<file path="src/rtl/glitch_pkg.sv">
// Shared definitions for the glitch sweep sequencer.
//   state_t     : sequencer states, encoded in 3 bits
//   *_W_DEF     : default parameter widths for glitch_sched
//   max_int     : elaboration-time helper used to size the shared counter
package glitch_pkg;

  localparam int OFFSET_W_DEF = 16;
  localparam int GAP_W_DEF    = 16;
  localparam int CNT_W_DEF    = 8;

  typedef enum logic [2:0] {
    ST_IDLE  = 3'd0,
    ST_ARMED = 3'd1,
    ST_DELAY = 3'd2,
    ST_FIRE  = 3'd3,
    ST_GAP   = 3'd4,
    ST_NEXT  = 3'd5
  } state_t;

  function automatic int max_int(input int a, input int b);
    return (a > b) ? a : b;
  endfunction

endpackage

</file>
<file path="src/rtl/glitch_sched_dcount.sv">
// Loadable down-counter shared by the DELAY and GAP phases of glitch_sched.
// Ports:
//   clk   : clock
//   rst   : asynchronous active-high reset
//   load  : load `value` this cycle (wins over dec)
//   dec   : decrement by one; holds at zero
//   value : load value
//   zero  : counter currently reads zero
module dcount #(
  parameter int W = 17
) (
  input  logic         clk,
  input  logic         rst,
  input  logic         load,
  input  logic         dec,
  input  logic [W-1:0] value,
  output logic         zero
);

  logic [W-1:0] r_value;

  assign zero = (r_value == '0);

  // NOTE: sequential state uses non-blocking assignments so every register
  // samples pre-edge values regardless of block ordering.
  always_ff @(posedge clk or posedge rst) begin
    if (rst) begin
      r_value <= '0;
    end else if (load) begin
      r_value <= value;
    end else if (dec && !zero) begin
      r_value <= r_value - W'(1);
    end
  end

endmodule

</file>
<file path="src/rtl/glitch_sched.sv">
// Sweep sequencer for the glitch pulse generator. Arms on command, waits for a
// rising trigger edge, counts an offset, fires a burst of strobes, then steps
// the offset until the sweep range is exhausted.
// Ports:
//   clk, rst                 : clock, asynchronous active-high reset
//   cfg_offset_start/step/end: sweep bounds (end inclusive)
//   cfg_width                : pulse width code forwarded to the generator
//   cfg_gap                  : extra idle cycles between pulses
//   cfg_count                : pulses per burst (0 treated as 1)
//   arm, abort               : one-cycle start / cancel requests
//   trig                     : target trigger, synchronous to clk
//   pulse_en, pulse_width    : generator en / data_in
//   busy                     : state is not IDLE
//   done                     : one-cycle strobe at end of each burst
//   sweep_done               : one-cycle strobe when the sweep finishes
//   cur_offset               : offset of the current or next burst
module glitch_sched
  import glitch_pkg::*;
#(
  parameter int OFFSET_W = OFFSET_W_DEF,
  parameter int GAP_W    = GAP_W_DEF,
  parameter int CNT_W    = CNT_W_DEF
) (
  input  logic                clk,
  input  logic                rst,
  input  logic [OFFSET_W-1:0] cfg_offset_start,
  input  logic [OFFSET_W-1:0] cfg_offset_step,
  input  logic [OFFSET_W-1:0] cfg_offset_end,
  input  logic [7:0]          cfg_width,
  input  logic [GAP_W-1:0]    cfg_gap,
  input  logic [CNT_W-1:0]    cfg_count,
  input  logic                arm,
  input  logic                abort,
  input  logic                trig,
  output logic                pulse_en,
  output logic [7:0]          pulse_width,
  output logic                busy,
  output logic                done,
  output logic                sweep_done,
  output logic [OFFSET_W-1:0] cur_offset
);

  // The shared counter must hold both offset-1 and width+gap.
  localparam int CNT_DW = max_int(OFFSET_W, GAP_W + 1);

  state_t              r_state;
  logic                r_trig_d;
  logic                r_sweep_imm;   // start>end rejected at arm time
  logic [OFFSET_W-1:0] r_cur_offset;
  logic [OFFSET_W-1:0] r_step;
  logic [OFFSET_W-1:0] r_end;
  logic [7:0]          r_width;
  logic [GAP_W-1:0]    r_gap;
  logic [CNT_W-1:0]    r_count_n;     // burst length with 0 mapped to 1
  logic [CNT_W-1:0]    r_remaining;

  logic                w_edge;
  logic [OFFSET_W:0]   w_nxt;
  logic                w_last;
  logic [GAP_W:0]      w_gap_sum;
  logic                w_load;
  logic                w_dec;
  logic [CNT_DW-1:0]   w_value;
  logic                w_zero;

  assign w_edge    = trig & ~r_trig_d;
  assign w_nxt     = {1'b0, r_cur_offset} + {1'b0, r_step};
  assign w_last    = (r_step == '0) || (w_nxt > {1'b0, r_end});
  // Extra bit keeps width+gap from wrapping.
  assign w_gap_sum = (GAP_W+1)'(r_width) + (GAP_W+1)'(r_gap);

  // Counter is loaded when leaving ARMED for DELAY, or leaving FIRE for GAP.
  // Loading during an abort is harmless: the counter is only read in DELAY/GAP.
  // NOTE: every always_comb output gets a default first so no latch is inferred.
  always_comb begin
    w_load  = 1'b0;
    w_value = CNT_DW'(w_gap_sum);
    if (r_state == ST_ARMED && w_edge && r_cur_offset != '0) begin
      w_load  = 1'b1;
      w_value = CNT_DW'(r_cur_offset - OFFSET_W'(1));
    end else if (r_state == ST_FIRE && r_remaining != CNT_W'(1)) begin
      w_load  = 1'b1;
    end
  end

  assign w_dec = (r_state == ST_DELAY) || (r_state == ST_GAP);

  dcount #(
    .W(CNT_DW)
  ) u_dcount (
    .clk  (clk),
    .rst  (rst),
    .load (w_load),
    .dec  (w_dec),
    .value(w_value),
    .zero (w_zero)
  );

  always_ff @(posedge clk or posedge rst) begin
    if (rst) begin
      r_state      <= ST_IDLE;
      r_trig_d     <= 1'b0;
      r_sweep_imm  <= 1'b0;
      r_cur_offset <= '0;
      r_step       <= '0;
      r_end        <= '0;
      r_width      <= '0;
      r_gap        <= '0;
      r_count_n    <= '0;
      r_remaining  <= '0;
    end else begin
      r_trig_d    <= trig;
      r_sweep_imm <= 1'b0;
      if (abort) begin
        r_state <= ST_IDLE;
      end else begin
        case (r_state)
          ST_IDLE: begin
            if (arm) begin
              r_cur_offset <= cfg_offset_start;
              r_step       <= cfg_offset_step;
              r_end        <= cfg_offset_end;
              r_width      <= cfg_width;
              r_gap        <= cfg_gap;
              r_count_n    <= (cfg_count == '0) ? CNT_W'(1) : cfg_count;
              r_remaining  <= (cfg_count == '0) ? CNT_W'(1) : cfg_count;
              if (cfg_offset_start > cfg_offset_end) begin
                r_sweep_imm <= 1'b1;
              end else begin
                r_state <= ST_ARMED;
              end
            end
          end
          ST_ARMED: begin
            if (w_edge) begin
              r_state <= (r_cur_offset == '0) ? ST_FIRE : ST_DELAY;
            end
          end
          ST_DELAY: begin
            if (w_zero) r_state <= ST_FIRE;
          end
          ST_FIRE: begin
            r_remaining <= r_remaining - CNT_W'(1);
            // remaining is never 0 here, so "now 0" means it was 1.
            r_state <= (r_remaining == CNT_W'(1)) ? ST_NEXT : ST_GAP;
          end
          ST_GAP: begin
            if (w_zero) r_state <= ST_FIRE;
          end
          ST_NEXT: begin
            if (w_last) begin
              r_state <= ST_IDLE;
            end else begin
              r_cur_offset <= w_nxt[OFFSET_W-1:0];
              r_remaining  <= r_count_n;
              r_state      <= ST_ARMED;
            end
          end
          default: r_state <= ST_IDLE;
        endcase
      end
    end
  end

  // Moore-decoded outputs: no input reaches them combinationally.
  assign pulse_en    = (r_state == ST_FIRE);
  assign pulse_width = (r_state == ST_FIRE) ? r_width : 8'd0;
  assign busy        = (r_state != ST_IDLE);
  assign done        = (r_state == ST_NEXT);
  assign sweep_done  = ((r_state == ST_NEXT) && w_last) || r_sweep_imm;
  assign cur_offset  = r_cur_offset;

endmodule

</file>
<file path="config.mk">
export PLATFORM = sky130hd
export DESIGN_NAME = glitch_sched
export DESIGN_NICKNAME = d
export VERILOG_FILES = /design/src/rtl/glitch_pkg.sv /design/src/rtl/glitch_sched_dcount.sv /design/src/rtl/glitch_sched.sv
export SDC_FILE = /design/constraint.sdc
export NUM_CORES = 1
export LEC_CHECK = 0
export ABC_AREA = 1
export CAP_MARGIN = 25
export CORE_MARGIN = 1.5
export CORE_UTILIZATION = 25
export CTS_CLUSTER_SIZE = 14
export DETAILED_ROUTE_END_ITERATION = 7
export GPL_TIMING_DRIVEN = 0
export HOLD_SLACK_MARGIN = 0.12
export PLACE_DENSITY = 0.5
export SLEW_MARGIN = 40
export SYNTH_ARGS = -nofsm -noshare
export SYNTH_HDL_FRONTEND = slang
export SYNTH_SLANG_ARGS = --single-unit
</file>
<file path="constraint.sdc">
create_clock -name clk -period 4.9 [get_ports clk]
set_clock_uncertainty 0.1 [all_clocks]
set_input_delay 0.735 -clock clk [delete_from_list [all_inputs] [get_ports clk]]
set_output_delay 0.735 -clock clk [all_outputs]
set_load 0.1 [all_outputs]
</file>
==> flow_results.xml <==
<?xml version="1.0" encoding="UTF-8"?>
<metrics>
  <group name="detailed_routing">
    <metric name="drtPass1Iterations" unit="">5</metric>
    <metric name="post_drt_via_cell_ratio" unit="">4.58</metric>
    <metric name="drc" unit="">0</metric>
    <metric name="dr_total_vias" unit="">7376</metric>
    <metric name="avgRoutedWirePerCell" unit="um">15.5</metric>
    <metric name="wirelength" unit="mm">25.0</metric>
    <metric name="detail_route.iter0.violations" unit="">409</metric>
    <metric name="final_antenna_net_count" unit="">0</metric>
  </group>
  <group name="cts">
    <metric name="clock-root-buffer" unit="">clkbuf_16</metric>
    <metric name="tritoncts.num_buffers" unit="">9</metric>
    <metric name="htree_num_levels" unit="">3</metric>
    <metric name="tritoncts" unit="">yes</metric>
    <metric name="cts_hold_repair.buffers" unit="">0</metric>
    <metric name="numClockSinks" unit="">110</metric>
    <metric name="worst_setup_hold_path_clk_slew" unit="ps">80</metric>
    <metric name="worstSkewPairLatency" unit="ps">360</metric>
    <metric name="clock_tree.buffer_depth" unit="">2</metric>
  </group>
  <group name="worst_setup_path">
    <metric name="worst-path-buf-inv" unit="">2</metric>
    <metric name="crit_type" unit="">flip-flop to output port</metric>
    <metric name="crit_slowest_cell" unit="">dfrtp_2</metric>
    <metric name="r2r.worst_path.cells" unit="">27</metric>
    <metric name="max_stage_delay" unit="ps">430</metric>
    <metric name="cp-start-kind" unit="">flip-flop</metric>
    <metric name="cp_top_delay_family" unit="">simple AND/OR/NAND/NOR gates</metric>
    <metric name="worst_r2r_startpoint" unit="">cur_offset[0]</metric>
    <metric name="r2r_setup_slack" unit="ps">930</metric>
    <metric name="end_kind" unit="">output port</metric>
    <metric name="timing.critical_path.to" unit="">sweep_done</metric>
    <metric name="worstPathRequired" unit="ps">4070</metric>
    <metric name="startpoint" unit="">cur_offset[0]</metric>
    <metric name="crit_fanout" unit="">11</metric>
    <metric name="crit_path_frequent_cell" unit="">nand2_1</metric>
    <metric name="critical_path_depth" unit="">25</metric>
    <metric name="rr_endpoint" unit="">cur_offset[13]</metric>
    <metric name="critical_path_arrival" unit="ps">3760</metric>
  </group>
  <group name="grt">
    <metric name="antenna_found_initial" unit="">0</metric>
    <metric name="grt.overflow.total" unit="">0</metric>
    <metric name="first_pass_grt_wire_length" unit="mm">40.4</metric>
    <metric name="first_global_vias" unit="">7338</metric>
    <metric name="grt_max_degree" unit="">58</metric>
    <metric name="global_route.usage.total" unit="%">15.5</metric>
  </group>
  <group name="placement">
    <metric name="count_of_buffers_inserted_at_the_top_level_ports" unit="">112</metric>
    <metric name="detailedPlacementHpwl" unit="mm">20.1</metric>
    <metric name="place_ws" unit="ps">-129</metric>
    <metric name="gpl.final_weighted_congestion" unit="">0.887</metric>
    <metric name="numPlacedInstances" unit="">1593</metric>
  </group>
  <group name="sta">
    <metric name="worst_pin_slew" unit="ps">810</metric>
    <metric name="timing.setup.tns" unit="ps">0</metric>
    <metric name="setup_viol_count_final" unit="">0</metric>
    <metric name="highest_clock_rate" unit="GHz">0.218</metric>
    <metric name="total_count_of_hold_check_failures_in_the_final_report" unit="">0</metric>
    <metric name="layout_setup_ws" unit="ps">304</metric>
    <metric name="slew_headroom" unit="%">46.0</metric>
    <metric name="slew_viol_final" unit="">0</metric>
    <metric name="post-route-min-period" unit="ps">4600</metric>
    <metric name="final_min_period_over_clock_period" unit="%">93.8</metric>
    <metric name="grt_setup_unrepaired" unit="">false</metric>
  </group>
  <group name="die">
    <metric name="dieHeight" unit="um">182</metric>
    <metric name="die-width" unit="um">182</metric>
    <metric name="coreArea" unit="um2">31600</metric>
    <metric name="initial_core_util" unit="%">25.5</metric>
    <metric name="placementRows" unit="">65</metric>
    <metric name="area_of_the_die" unit="um2">33200</metric>
    <metric name="io-pin-count" unit="">113</metric>
  </group>
  <group name="cells_and_area">
    <metric name="nFillCells" unit="">3466</metric>
    <metric name="post_layout_instance_count_excluding_filler_cells" unit="">1611</metric>
    <metric name="insertedDiodeCount" unit="">0</metric>
    <metric name="area_growth" unit="%">24.4</metric>
    <metric name="multi_input_area" unit="um2">4660</metric>
    <metric name="drive_above_1_share" unit="%">12.2</metric>
    <metric name="nNetsFinal" unit="">1352</metric>
    <metric name="final-seq-area" unit="um2">2760</metric>
  </group>
  <group name="logic_synthesis">
    <metric name="synthesis.area_per_instance" unit="um2">7.45</metric>
    <metric name="async_reset_ff_share" unit="%">100</metric>
    <metric name="postSynthRegisterBits" unit="">110</metric>
    <metric name="syn-instance-count" unit="">1078</metric>
    <metric name="yosysTopAreaCell" unit="">dfrtp_1</metric>
    <metric name="netlist-cell-type-count" unit="">53</metric>
    <metric name="synthDominantCellAreaShare" unit="%">34.3</metric>
    <metric name="synth_enable_flop_cells" unit="">0</metric>
    <metric name="seq_area_frac_synth" unit="%">34.3</metric>
    <metric name="synth_top_cells_by_area" unit="">dfrtp_1, nand2_1, ha_1</metric>
    <metric name="syn_std_cell_area" unit="um2">8030</metric>
    <metric name="most_used_flip_flop_cell_after_synthesis" unit="">dfrtp_1</metric>
    <metric name="syn-num-nets" unit="">1226</metric>
    <metric name="synth-warning-count" unit="">0</metric>
  </group>
  <group name="flow_run">
    <metric name="max_cap_violations" unit="">0</metric>
  </group>
  <group name="power">
    <metric name="p_leak" unit="nW">4.88</metric>
    <metric name="ir_drop" unit="mV">0.416</metric>
    <metric name="power_density" unit="nW/um2">742</metric>
  </group>
  <group name="worst_hold_path">
    <metric name="holdCritPathClass" unit="">flip-flop to flip-flop</metric>
  </group>
  <group name="outcome">
    <metric name="result_of_the_run" unit="">finished, final reports clean</metric>
  </group>
</metrics>
## layout by cell type, fill, tap and decap left out, drive strengths merged, types with 2 or more instances in the layout
cell type	instances
mux2	29
xnor2	7
nand2	273
a21boi	2
a22oi	4
o21ai	72
a31oi	5
nor2	113
fa	2
nand4	37
clkdlybuf4s50	84
o21bai	2
nor3	7
or2	9
ha	61
a21oi	59
buf	47
o211ai	10
dfrtp	110
nor4	3
o21a	3
and2	4
clkbuf	19
nand3	52
xor2	27
o221ai	2
inv	154
a211oi	2
nand3b	3
## worst register-to-register path, cell delays in order (launching register included)
cell     delay [ps]
dfrtp_2         430
ha_1            230
fa_2            360
nand3_1          90
nand3_2         110
nand2_1         110
nand3_2         120
nand3_1          90
nand2_1          80
xor2_2          210
ha_1            280
nand2_1         110
inv_1            50
nand2_1          50
nand2_1          50
a21oi_1         110
nand2_1          60
nand2_1          60
nand2_1          40
nand2_1          50
nand2_1          50
nand2_1         130
nand3_4         120
nand2_8         130
buf_4           190
buf_4           200
nand4_1         150
nand2_1         120
## area by class of cell
class | instances | share of cell area, %
Multi-Input combinational cell | 792 | 46.7
Timing Repair Buffer | 116 | 10.5
Inverter | 151 | 5.77
Clock buffer | 10 | 2.39
Tap cell | 402 | 5.03
Clock inverter | 6 | 0.751
Sequential cell | 110 | 27.6
Buffer | 24 | 1.31
## worst min path at each step
| stage | from | end | slack, ps | cells after the start |
|---|---|---|---|---|
| CTS | r_end[10] | r_end[10] | 390 | 2 |
| detailed placement | r_end[10] | r_end[10] | 370 | 2 |
| finish | r_end[10] | r_end[10] | 390 | 2 |
| global route | r_end[12] | r_end[12] | 420 | 2 |
| global placement | r_end[4] | r_end[4] | 370 | 2 |
| floorplan | r_end[10] | r_end[10] | 350 | 2 |
## cells by family after synthesis
group | count (synthesis) | synth area share [%]
AOI/OAI and AO/OA | 165 | 11.4
DFF | 110 | 34.3
adders and majority gates | 63 | 10.0
xor gates and xnor gates | 34 | 3.71
buffers and inverters | 176 | 8.81
muxes | 29 | 4.06
and+or+nand+nor | 501 | 27.7
## sequential cells by signal (all words and copies together), names as in the netlist
register and count:
u_dcount.r_value 17, cur_offset 16, r_end 16, r_gap 16, r_step 16, r_count_n 8
r_remaining 8, r_width 8, r_state 3, r_sweep_imm 1, r_trig_d 1
## layer usage
metal	up-vias	global-route usage [%]	wire length (um)
met5	-	0	0
met4	0	5.06	558
met3	26	1.70	865
met2	131	25.8	11700
met1	3441	21.0	11900
li1	3778	-	-
## repair_timing
action,in CTS,in global routing
buffers inserted,3,0
gates resized for setup,10,11
endpoints found under the setup margin,1,1
## where the power goes
part | internal, mW | switching (mW) | leakage (nW) | total [mW]
combinational | 1.67 | 3.14 | 3.41 | 4.81
sequential | 1.35 | 0.451 | 1.32 | 1.80
clock | 0.420 | 0.384 | 0.152 | 0.804
total | 3.44 | 3.97 | 4.88 | 7.42
## metrics by stage
stage	area (um2)	util, %	hold slack (ps)	total power, mW
after global routing	9990	31.7	418	8.17
after CTS	9940	31.5	393	7.42
after global placement	9660	30.6	368	6.54
after floorplan	8040	-	353	5.28
final	9990	31.7	388	7.42
after detailed placement	9560	30.3	373	6.50
## synth_stat cells, types with 12 or more instances
cell type  instances
xor2_1            27
inv_1            139
ha_1              61
dfrtp_1          110
o21ai_0           61
nor2_2            12
nand2_1          268
nand3_1           48
nand4_1           36
mux2_2            29
nor2_1           100
a21oi_1           57
Note: power is estimated with default switching activity, not from simulation.
